<file path="config.mk">
export PLATFORM = sky130hd
export DESIGN_NAME = mips_instr_encoder
export DESIGN_NICKNAME = d
export VERILOG_FILES = /design/src/rtl/mips_instr_encoder.sv
export SDC_FILE = /design/constraint.sdc
export NUM_CORES = 1
export LEC_CHECK = 0
export ABC_AREA = 1
export BUFFER_PORTS_ARGS = -buffer_cell sky130_fd_sc_hd__buf_4
export CORE_UTILIZATION = 45
export CTS_CLUSTER_SIZE = 28
export DETAILED_ROUTE_END_ITERATION = 8
export PLACE_DENSITY = 0.68
export SYNTH_ARGS = -nofsm -noshare
export SYNTH_HDL_FRONTEND = slang
export SYNTH_SLANG_ARGS = --single-unit
</file>
<file path="constraint.sdc">
create_clock -name clk -period 2 [get_ports clk]
set_input_delay 0.3 -clock clk [delete_from_list [all_inputs] [get_ports clk]]
set_output_delay 0.3 -clock clk [all_outputs]
set_load 0.005 [all_outputs]
</file>
<file path="src/rtl/mips_instr_encoder.sv">
// rtl/mips_instr_encoder.sv - symbolic request to 32-bit MIPS word encoder with LI32 expansion.
// Optional build macro MIPS_ENC_FUNCT_CHECK_EN restricts R-type funct values to a legal set.
module mips_instr_encoder #(
  parameter int CNT_W = 16
) (
  input  logic             clk,
  input  logic             rst_n,
  input  logic             in_valid,
  output logic             in_ready,
  input  logic [3:0]       in_op,
  input  logic [5:0]       in_funct,
  input  logic [4:0]       in_rs,
  input  logic [4:0]       in_rt,
  input  logic [4:0]       in_rd,
  input  logic [4:0]       in_shamt,
  input  logic [31:0]      in_imm,
  output logic             out_valid,
  input  logic             out_ready,
  output logic [31:0]      out_instr,
  output logic             out_last,
  output logic             err,
  output logic [CNT_W-1:0] instr_count
);

  typedef enum logic [0:0] {IDLE, EMIT2} state_t;

  localparam logic [5:0] OPC_R     = 6'h00;
  localparam logic [5:0] OPC_J     = 6'h02;
  localparam logic [5:0] OPC_JAL   = 6'h03;
  localparam logic [5:0] OPC_BEQ   = 6'h04;
  localparam logic [5:0] OPC_ADDI  = 6'h08;
  localparam logic [5:0] OPC_ADDIU = 6'h09;
  localparam logic [5:0] OPC_SLTI  = 6'h0a;
  localparam logic [5:0] OPC_SLTIU = 6'h0b;
  localparam logic [5:0] OPC_ANDI  = 6'h0c;
  localparam logic [5:0] OPC_LUI   = 6'h0f;
  localparam logic [5:0] OPC_LW    = 6'h23;
  localparam logic [5:0] OPC_SW    = 6'h2b;

  state_t           state_q, state_d;
  logic             out_valid_q, out_valid_d;
  logic [31:0]      out_instr_q, out_instr_d;
  logic             out_last_q, out_last_d;
  logic             err_q, err_d;
  logic [CNT_W-1:0] cnt_q, cnt_d;
  logic [4:0]       pend_rt_q, pend_rt_d;
  logic [15:0]      pend_lo_q, pend_lo_d;

  logic        funct_ok;
  logic        legal;
  logic        two_words;
  logic        li_short;
  logic [15:0] li_hi;
  logic [31:0] word0;
  logic        accept;
  logic        fire;

  always_comb begin
    funct_ok = 1'b1;
`ifdef MIPS_ENC_FUNCT_CHECK_EN
    case (in_funct)
      6'h00, 6'h02, 6'h03, 6'h08, 6'h09,
      6'h20, 6'h21, 6'h22, 6'h23, 6'h24, 6'h25, 6'h26, 6'h27,
      6'h2a, 6'h2b: funct_ok = 1'b1;
      default:      funct_ok = 1'b0;
    endcase
`endif
  end

  // LI32 fits one ADDIU when imm sign-extends from bit 15; the LUI half
  // pre-compensates for the sign extension ADDIU applies to the low half.
  assign li_short = (&in_imm[31:15]) || (~|in_imm[31:15]);
  assign li_hi    = in_imm[31:16] + {15'd0, in_imm[15]};

  always_comb begin
    legal     = 1'b1;
    two_words = 1'b0;
    word0     = 32'd0;
    case (in_op)
      4'd0:  begin
        word0 = {OPC_R, in_rs, in_rt, in_rd, in_shamt, in_funct};
        legal = funct_ok;
      end
      4'd1:  word0 = {OPC_ADDI,  in_rs, in_rt, in_imm[15:0]};
      4'd2:  word0 = {OPC_ADDIU, in_rs, in_rt, in_imm[15:0]};
      4'd3:  word0 = {OPC_SLTI,  in_rs, in_rt, in_imm[15:0]};
      4'd4:  word0 = {OPC_SLTIU, in_rs, in_rt, in_imm[15:0]};
      4'd5:  word0 = {OPC_ANDI,  in_rs, in_rt, in_imm[15:0]};
      4'd6:  word0 = {OPC_LUI,   5'd0,  in_rt, in_imm[15:0]};
      4'd7:  word0 = {OPC_LW,    in_rs, in_rt, in_imm[15:0]};
      4'd8:  word0 = {OPC_SW,    in_rs, in_rt, in_imm[15:0]};
      4'd9:  word0 = {OPC_BEQ,   in_rs, in_rt, in_imm[15:0]};
      4'd10: word0 = {OPC_J,     in_imm[27:2]};
      4'd11: word0 = {OPC_JAL,   in_imm[27:2]};
      4'd12: begin
        if (li_short) begin
          word0 = {OPC_ADDIU, 5'd0, in_rt, in_imm[15:0]};
        end else begin
          word0     = {OPC_LUI, 5'd0, in_rt, li_hi};
          two_words = 1'b1;
        end
      end
      default: legal = 1'b0;
    endcase
  end

  assign in_ready = (state_q == IDLE) && (!out_valid_q || out_ready);
  assign accept   = in_valid && in_ready;
  assign fire     = out_valid_q && out_ready;

  always_comb begin
    state_d     = state_q;
    out_valid_d = out_valid_q;
    out_instr_d = out_instr_q;
    out_last_d  = out_last_q;
    err_d       = 1'b0;
    cnt_d       = cnt_q;
    pend_rt_d   = pend_rt_q;
    pend_lo_d   = pend_lo_q;

    if (fire) begin
      out_valid_d = 1'b0;
      cnt_d       = cnt_q + {{(CNT_W-1){1'b0}}, 1'b1};
    end

    case (state_q)
      IDLE: begin
        if (accept) begin
          if (!legal) begin
            err_d = 1'b1;
          end else begin
            out_valid_d = 1'b1;
            out_instr_d = word0;
            out_last_d  = !two_words;
            if (two_words) begin
              state_d   = EMIT2;
              pend_rt_d = in_rt;
              pend_lo_d = in_imm[15:0];
            end
          end
        end
      end
      EMIT2: begin
        // The LUI word is held until taken; the ADDIU follows on the next cycle.
        if (fire) begin
          out_valid_d = 1'b1;
          out_instr_d = {OPC_ADDIU, pend_rt_q, pend_rt_q, pend_lo_q};
          out_last_d  = 1'b1;
          state_d     = IDLE;
        end
      end
      default: state_d = IDLE;
    endcase
  end

  always_ff @(posedge clk) begin
    if (!rst_n) begin
      state_q     <= IDLE;
      out_valid_q <= 1'b0;
      out_instr_q <= 32'd0;
      out_last_q  <= 1'b0;
      err_q       <= 1'b0;
      cnt_q       <= '0;
      pend_rt_q   <= 5'd0;
      pend_lo_q   <= 16'd0;
    end else begin
      state_q     <= state_d;
      out_valid_q <= out_valid_d;
      out_instr_q <= out_instr_d;
      out_last_q  <= out_last_d;
      err_q       <= err_d;
      cnt_q       <= cnt_d;
      pend_rt_q   <= pend_rt_d;
      pend_lo_q   <= pend_lo_d;
    end
  end

  assign out_valid   = out_valid_q;
  assign out_instr   = out_instr_q;
  assign out_last    = out_last_q;
  assign err         = err_q;
  assign instr_count = cnt_q;

endmodule

</file>
Yosys cells after proc, flatten, opt, wreduce, memory -nomap -nowiden. Cells that the tools add are included.

Flip-flop bits (word level): 73. Input port bits: 66. Output and inout bits: 52. Word-level logic and storage cells: 67.

Add/subtract/negate cells: 2. Eq/ne operators: 15. Mux-type cells: 24. Bitwise operators: 3. Reduce and logical (&&, ||, !) cells: 15.

Operator list (number): $pmux 32 s13 (1); $mux 32 (3); $pmux 32 s2 (1); $mux 29 (1); $eq 4x4->1 const B (5); $reduce_and 17->1 (1); $reduce_or 17->1 (1); $add 16x1->16 (1); $add 16x1->16 const B (1); $eq 4x3->1 const B (4); $mux 1 (15); $reduce_or 13->1 (1); $eq 4x2->1 const B (2); $pmux 1 s2 (3); $eq 4x1->1 const B (1); $logic_not 4->1 (1); $ne 2x2->1 const B (2); $reduce_and 4->1 (1); $logic_and 1x1->1 (3); $logic_not 1->1 (3); $not 1->1 (3); $reduce_and 3->1 (1); $reduce_or 3->1 (1); $logic_or 1x1->1 (2); $ne 2x1->1 const B (1).

Depth between registers and ports, before layout. Gate-level depths: netlist (run 1).

Depth after elaboration: 9. Depth in mapped cells: 14. Depth with buffers taken out: 13.

Least setup slack after synthesis (run 1). OpenSTA, ideal clock, no wires.

Path type: register to register. Start point: register cnt_q[1] (netlist: instr_count[1]). End point: register cnt_q[14] (netlist: instr_count[14]). Library setup time: 0.116 ns. Data arrival time: 1.519 ns. Required time: 1.884 ns. Setup slack: 0.365 ns. Stages on the path, launching flop included: 13. Buffers on the path: 0. Period minus slack after synthesis: 1.635 ns. Path through: dfxtp_1 ha_1 inv_1 nor3_2 nand2_1 nor2_1 nand2_1 nor2_2 nand2_1 nor2_1 nand2_1 nand2_1 a21oi_1.

Word-level cells in the longest chain between the ends: 1.

Ends and longest elaborated chain: from (decl) (RTL line 45) `logic [CNT_W-1:0] cnt_q, cnt_d;`; from (signal assigned) (RTL line 172) `cnt_q <= cnt_d;`; $add 16x1->16 (RTL line 123) `cnt_d = cnt_q + {{(CNT_W-1){1'b0}}, 1'b1};`.

No other way between the ends. A chain may end at the register's enable or synchronous reset.

Worst setup path after layout (run 1).
Start point: register out_valid_q (netlist: out_valid). End point: register cnt_q[15] (netlist: instr_count[15]).

Word-level cells in the longest chain between the ends: 1.

Ends and longest elaborated chain: from (decl) (RTL line 41) `logic out_valid_q, out_valid_d;`; from (signal assigned) (RTL line 168) `out_valid_q <= out_valid_d;`; $logic_and 1x1->1 (RTL line 109) `assign fire = out_valid_q && out_ready;`.

No other way between the ends.

==> results of run 1 <==
cell usage after synthesis, drive strengths merged (4+ instances only):
cell type    n  area [um^2]
a21oi       78          394
o21ai       78          405
o22ai       11         68.8
a31oi       11         68.8
a221oi       5         43.8
nor3         4         25.0
nand3       42          215
buf         19          128
nand4        5         31.3
nand2      181          712
nor2        69          289
xor2         6         52.6
dfxtp       72         1440
inv         67          251
ha           5         62.6
clkbuf      10         37.5
cell families after synthesis:
group                      Yosys count  synth area share, %
xor gates and xnor gates             6                 1.23
adders and majority gates            5                 1.47
DFF                                 72                 33.8
buffers and inverters               97                 9.86
other                                1               0.0880
and+or+nand+nor                    303                 30.2
AOI/OAI and AO/OA                  185                 23.4
per-stage QoR:
step / instances / instance area [um^2] / worst slack (ns)
after floorplan: 669 / 4260 / 0.365
after global placement: 893 / 5330 / -0.0827
after detailed placement: 893 / 5330 / -0.0816
after CTS: 909 / 5500 / 0.0469
after global routing: 909 / 5520 / 0.0439
final: 909 / 5520 / 0.178
placed cells by master, fill, tap and decap left out, drive strengths merged, types with 6 or more instances in the layout:
| cell | n |
|---|---|
| dfxtp | 72 |
| nand2 | 181 |
| nor2 | 69 |
| inv | 68 |
| buf | 142 |
| o21ai | 78 |
| nand3 | 42 |
| xor2 | 6 |
| o22ai | 11 |
| a31oi | 11 |
| clkbuf | 10 |
| a21oi | 78 |
worst max-delay path: cells and delay by family, from the launching register on:
kind | cells | cell delay, ns
AOI/OAI and AO/OA | 1 | 0.05
buffers and inverters | 2 | 0.27
DFF | 1 | 0.38
and+or+nand+nor | 7 | 1.02
report_power, final:
part           total, W  switching, W  internal [W]
logic          0.000714      0.000396      0.000318
clock network   0.00107      0.000617      0.000455
registers       0.00154     0.0000396       0.00150
total           0.00333       0.00105       0.00227
area by class of cell:
type                       count  area share (%)
clock buffer                  10            2.31
multi-input combinational    500            43.8
clock inverter                 6           0.816
inverter                      68            4.62
sequential                    72            26.1
timing repair buffer         142            19.8
tap                          111            2.52
state kept, by name, indices dropped and copies added, names as in the netlist:
signal / flops
state_q: 1
out_valid: 1
out_last: 1
instr_count: 16
out_instr: 31
err: 1
pend_lo_q: 16
pend_rt_q: 5
per-layer routing:
metal | track usage, % | wire length (um) | vias up | share of wire [%]
met2 | 49.3 | 6790 | 237 | 46
met3 | 4.71 | 1140 | 25 | 7.7
met5 | 0 | 0 | - | 0
met1 | 39.6 | 6480 | 2251 | 44
met4 | 12.4 | 366 | 0 | 2.5
li1 | - | - | 2467 | -
final timing paths:
kind / from / endpoint / slack [ns]
max: out_valid / instr_count[15] / 0.18
max reg2reg: out_valid / instr_count[15] / 0.18
min: in_imm[0] / pend_lo_q[0] / 0.20
min reg2reg: out_instr[27] / out_instr[27] / 0.47
==> summary.txt, run 1 <==
Run status
  – Outcome: finished, final reports clean

CTS
  – Hold-fix buffers, CTS: 0
  – Clk slew on worst S/H paths: 0.09 ns
  – Post_cts resized: 0
  – CTS Buffer Depth: 2
  – H-Tree Depth: 3
  – # Post-CTS Setup Buffers: 0
  – CTS tree: done
  – # clock sinks: 72
  – TritonCTS Buffers: 9
  – Clk Latency, worst-skew pair: 0.36 ns
  – Clk root buf: clkbuf_8

Timing
  – Setup TNS: 0 ns
  – Tightest Pin Transition: 0.524 ns
  – Worst rel slew slack: 64.9%
  – Clock Skews: 0.0120 ns
  – Final Max Tran Viols: 0
  – Max Clk Rate: 0.549 GHz
  – WHS: 0.198 ns
  – Fin crit period: 1.82 ns
  – Hold Fails Final Rpt: 0
  – # setup viols final: 0
  – Fin crit share: 91.1%
  – Unrepaired setup endpoints after global routing: no

Die
  – Num ports: 118
  – Core Region: 9200 um^2
  – DIE AREA: 9870 um^2
  – Die height: 99.3 um
  – Core Rows: 35
  – Die extent in x: 99.3 um
  – Initial core utilization: 46.4%

Worst hold path
  – Worst hold path cell count: 3
  – Worst Hold Class: input pin to register

Setup path
  – CP max stage cell: dfxtp_1
  – Worst Path Required: 2.25 ns
  – CP Class: register to register
  – CP Max Fanout: 7
  – Max stage delay on crit path: 0.38 ns
  – CP cell instances: nand2_2 -> nor3_1 -> buf_4 -> nand4_1 -> inv_1 -> nand2_1 -> nor2_1 -> nand3_1 -> nand2_1 -> a21oi_1
  – CP arrival: 2.07 ns
  – Worst path most repeated cell: nand2_1
  – R2R depth: 10
  – CP Launch Type: register
  – CP endpoint kind: register

Global route
  – Initial antenna violation count: 0
  – Largest net degree at the start of global routing: 40
  – Total GRT Usage: 30.1%
  – Grt ovf: 0
  – Vias in the first global route: 4,580
  – First-pass GRT wire length: 23,100 um

Final layout
  – Area growth from synthesis to layout: 29.5%
  – Nets@finish: 864
  – FILL cells: 927
  – Multi-input gate area: 2420 um^2
  – # diodes: 0
  – Register area: 1440 um^2
  – Final core utilization: 60.0%
  – Share of cells above drive strength 1: 23.4%

Yosys
  – Sequential area share after synthesis: 33.8%
  – Top FF cell, synth: dfxtp_1
  – Ys async rst share: 0%
  – Warnings from Yosys: 0
  – Synthesized instance count: 669
  – Synth Cell Area: 4260 um^2
  – Yosys reg bits: 72
  – Mapped Nets: 740
  – Netlist cell types: 35
  – Number of enable flip-flop cells after synthesis: 0
  – Mapped Avg Cell Area: 6.37 um^2

Routing
  – DRC Markers: 0
  – Vias post-DR: 4,980
  – WL/cell: 16.3 um
  – Post-route ant nets: 0
  – Drt total wl: 14,800 um
  – Via/cell ratio: 5.48
  – Drt pass-1 iters: 5
  – Drt initial violations: 266

Run
  – Max cap viols: 0

Pwr
  – P per Cell Area: 602 nW/um^2
  – Total Power: 0.00333 W
  – Static leakage: 2.68 nW
  – Maximum VDD drop: 0.000378 V

Place
  – I/O Buffers: 116
  – Post-DP HPWL: 11,200 um
  – Gpl congestion: 0.928
No activity file was read; power rests on OpenSTA's default activity.
==> run 2: changes to the inputs <==
--- a/config.mk
+++ b/config.mk
@@ -11,6 +11,7 @@
 export CTS_CLUSTER_SIZE = 28
 export DETAILED_ROUTE_END_ITERATION = 8
 export PLACE_DENSITY = 0.68
+export SETUP_SLACK_MARGIN = 0.2
 export SYNTH_ARGS = -nofsm -noshare
 export SYNTH_HDL_FRONTEND = slang
 export SYNTH_SLANG_ARGS = --single-unit
==> summary.txt, run 2 (same netlist as run 1, synthesis figures left out) <==
Die
  – Core Region: 9200 um^2
  – DIE AREA: 9870 um^2
  – Num ports: 118
  – Die height: 99.3 um
  – Initial core utilization: 46.4%
  – Core Rows: 35
  – Die extent in x: 99.3 um

Routing
  – Top Layer Used: met4
  – WL/cell: 16.3 um
  – Drt pass-1 iters: 4
  – Via/cell ratio: 5.46
  – Met3 Wirelength: 1110 um
  – Vias post-DR: 4,985
  – Drt total wl: 14,900 um
  – Post-route ant nets: 0
  – M1 wire length: 6530 um
  – Met2 WL: 6860 um
  – Drt initial violations: 275
  – DRC Markers: 0

CTS
  – # clock sinks: 72
  – TritonCTS Buffers: 9
  – Clk root buf: clkbuf_8
  – CTS tree: done
  – Clk slew on worst S/H paths: 0.09 ns
  – H-Tree Depth: 3
  – Clk Latency, worst-skew pair: 0.36 ns
  – CTS Buffer Depth: 2

Setup path
  – Number of cells on the critical path: 12
  – CP Launch Type: register
  – Crit path max-delay family: simple AND/OR/NAND/NOR gates
  – CP max stage cell: dfxtp_4
  – R2r setup slk: 0.25 ns
  – Worst Path Required: 2.25 ns
  – CP endpoint kind: register
  – R2R depth: 12
  – CP Class: register to register
  – CP Max Fanout: 3
  – Max stage delay on crit path: 0.36 ns
  – Bufs and invs on worst path: 1
  – CP cell instances: ha_1 -> inv_1 -> nor3_4 -> nand2_2 -> nor2_4 -> nand2_2 -> nor2_4 -> nand2_2 -> nor2_4 -> nand2_1 -> nand2_1 -> a21oi_1
  – CP arrival: 2.01 ns

Pwr
  – Internal power: 0.00228 W
  – P per Cell Area: 593 nW/um^2
  – Switching share of power: 31.5%
  – Static leakage: 2.71 nW
  – Combinational fraction of design power: 21.7%
  – Sequential share of power: 46.3%
  – Maximum VDD drop: 0.000377 V
  – Clock group share of total power: 32.0%
  – Sw power: 0.00105 W

Place
  – Gpl congestion: 0.928
  – Post-place setup slack: -0.0816 ns
  – I/O Buffers: 116
  – Post-DP HPWL: 11,200 um

Worst hold path
  – Worst hold path cell count: 3
  – Worst Hold Class: input pin to register

Final layout
  – Nets@finish: 868
  – # diodes: 0
  – Most common cell after layout, fill and taps aside: nand2_1
  – Area growth from synthesis to layout: 31.5%
  – Max reg flops: 31
  – Share of cells above drive strength 1: 24.8%
  – Leading cell types in the layout, fill and taps excluded: nand2_1, buf_4, o21ai_0, a21oi_1, dfxtp_1
  – FILL cells: 914
  – Final core utilization: 60.9%

Timing
  – Final Max Tran Viols: 0
  – Tightest Pin Transition: 0.542 ns
  – Fin crit share: 87.7%
  – Clock Skews: 0.0106 ns
  – Fin crit period: 1.75 ns
  – Worst rel slew slack: 63.7%
  – Unrepaired setup endpoints after global routing: yes
  – Final Worst Setup Slack: 0.246 ns
  – Max Clk Rate: 0.570 GHz
  – Hold Fails Final Rpt: 0
  – # setup viols final: 0

Global route
  – Largest net degree at the start of global routing: 40
  – Grt ovf: 0
  – First-pass GRT wire length: 23,100 um
  – Vias in the first global route: 4,588
  – Total GRT Usage: 30.2%
  – Initial antenna violation count: 0

Run status
  – Outcome: finished, final reports clean

Run
  – Max cap viols: 0
## run 2: cell types whose count changed in the layout (fill, tap and decap cells not counted), sizes merged
cell,before,now
buf,142,146
## run 2: layout make-up
cell class,count,area (um^2),share of cell area (%)
multi-input combinational,500,2470,44.1
sequential,72,1450,25.8
timing repair buffer,146,1120,20.0
inverter,68,255,4.55
tap,111,139,2.48
clock buffer,10,128,2.28
clock inverter,6,45.0,0.804
## run 2: power by group through the flow
stage	clock (W)	combinational, W	sequential [W]
floorplan	0	0.000333	0.00157
global placement	0	0.000701	0.00157
detailed placement	0	0.000703	0.00157
CTS	0.00110	0.000709	0.00154
global route	0.00115	0.000792	0.00155
finish	0.00106	0.000721	0.00154
## run 2: what timing repair did
item | 4_1_cts | 5_1_grt
hold buffers | 0 | 0
endpoints found under the setup margin | 21 | 34
gates cloned | 0 | 0
pin swaps | 0 | 5
resized for setup | 4 | 17
setup buffers | 0 | 4
## run 2: path summary, 6_finish.rpt
check	from	end
max	instr_count[1]	instr_count[14]
min	in_imm[0]	pend_lo_q[0]
max reg2reg	instr_count[1]	instr_count[14]
min reg2reg	out_instr[27]	out_instr[27]
## run 2: metrics by stage
| step | hold slack (ns) | instances | TNS [ns] | instance area (um^2) | total power [W] |
|---|---|---|---|---|---|
| after floorplan | 0.435 | 669 | 0 | 4260 | 0.00190 |
| after global placement | 0.447 | 893 | -1.21 | 5330 | 0.00227 |
| after detailed placement | 0.456 | 893 | -1.12 | 5330 | 0.00227 |
| after CTS | 0.188 | 909 | 0 | 5510 | 0.00334 |
| after global routing | 0.205 | 913 | 0 | 5600 | 0.00349 |
| final | 0.197 | 913 | 0 | 5600 | 0.00332 |
## run 2: worst min-delay path: cells and delay by family
kind,cells,cell delay (ns)
buf+inv,1,0.10
simple gates,2,0.12
## run 2: metal layers
layer | vias to the layer above | track usage [%]
li1 | 2471 | -
met1 | 2260 | 39.4
met2 | 225 | 49.6
met3 | 29 | 4.71
met4 | 0 | 12.4
met5 | - | 0
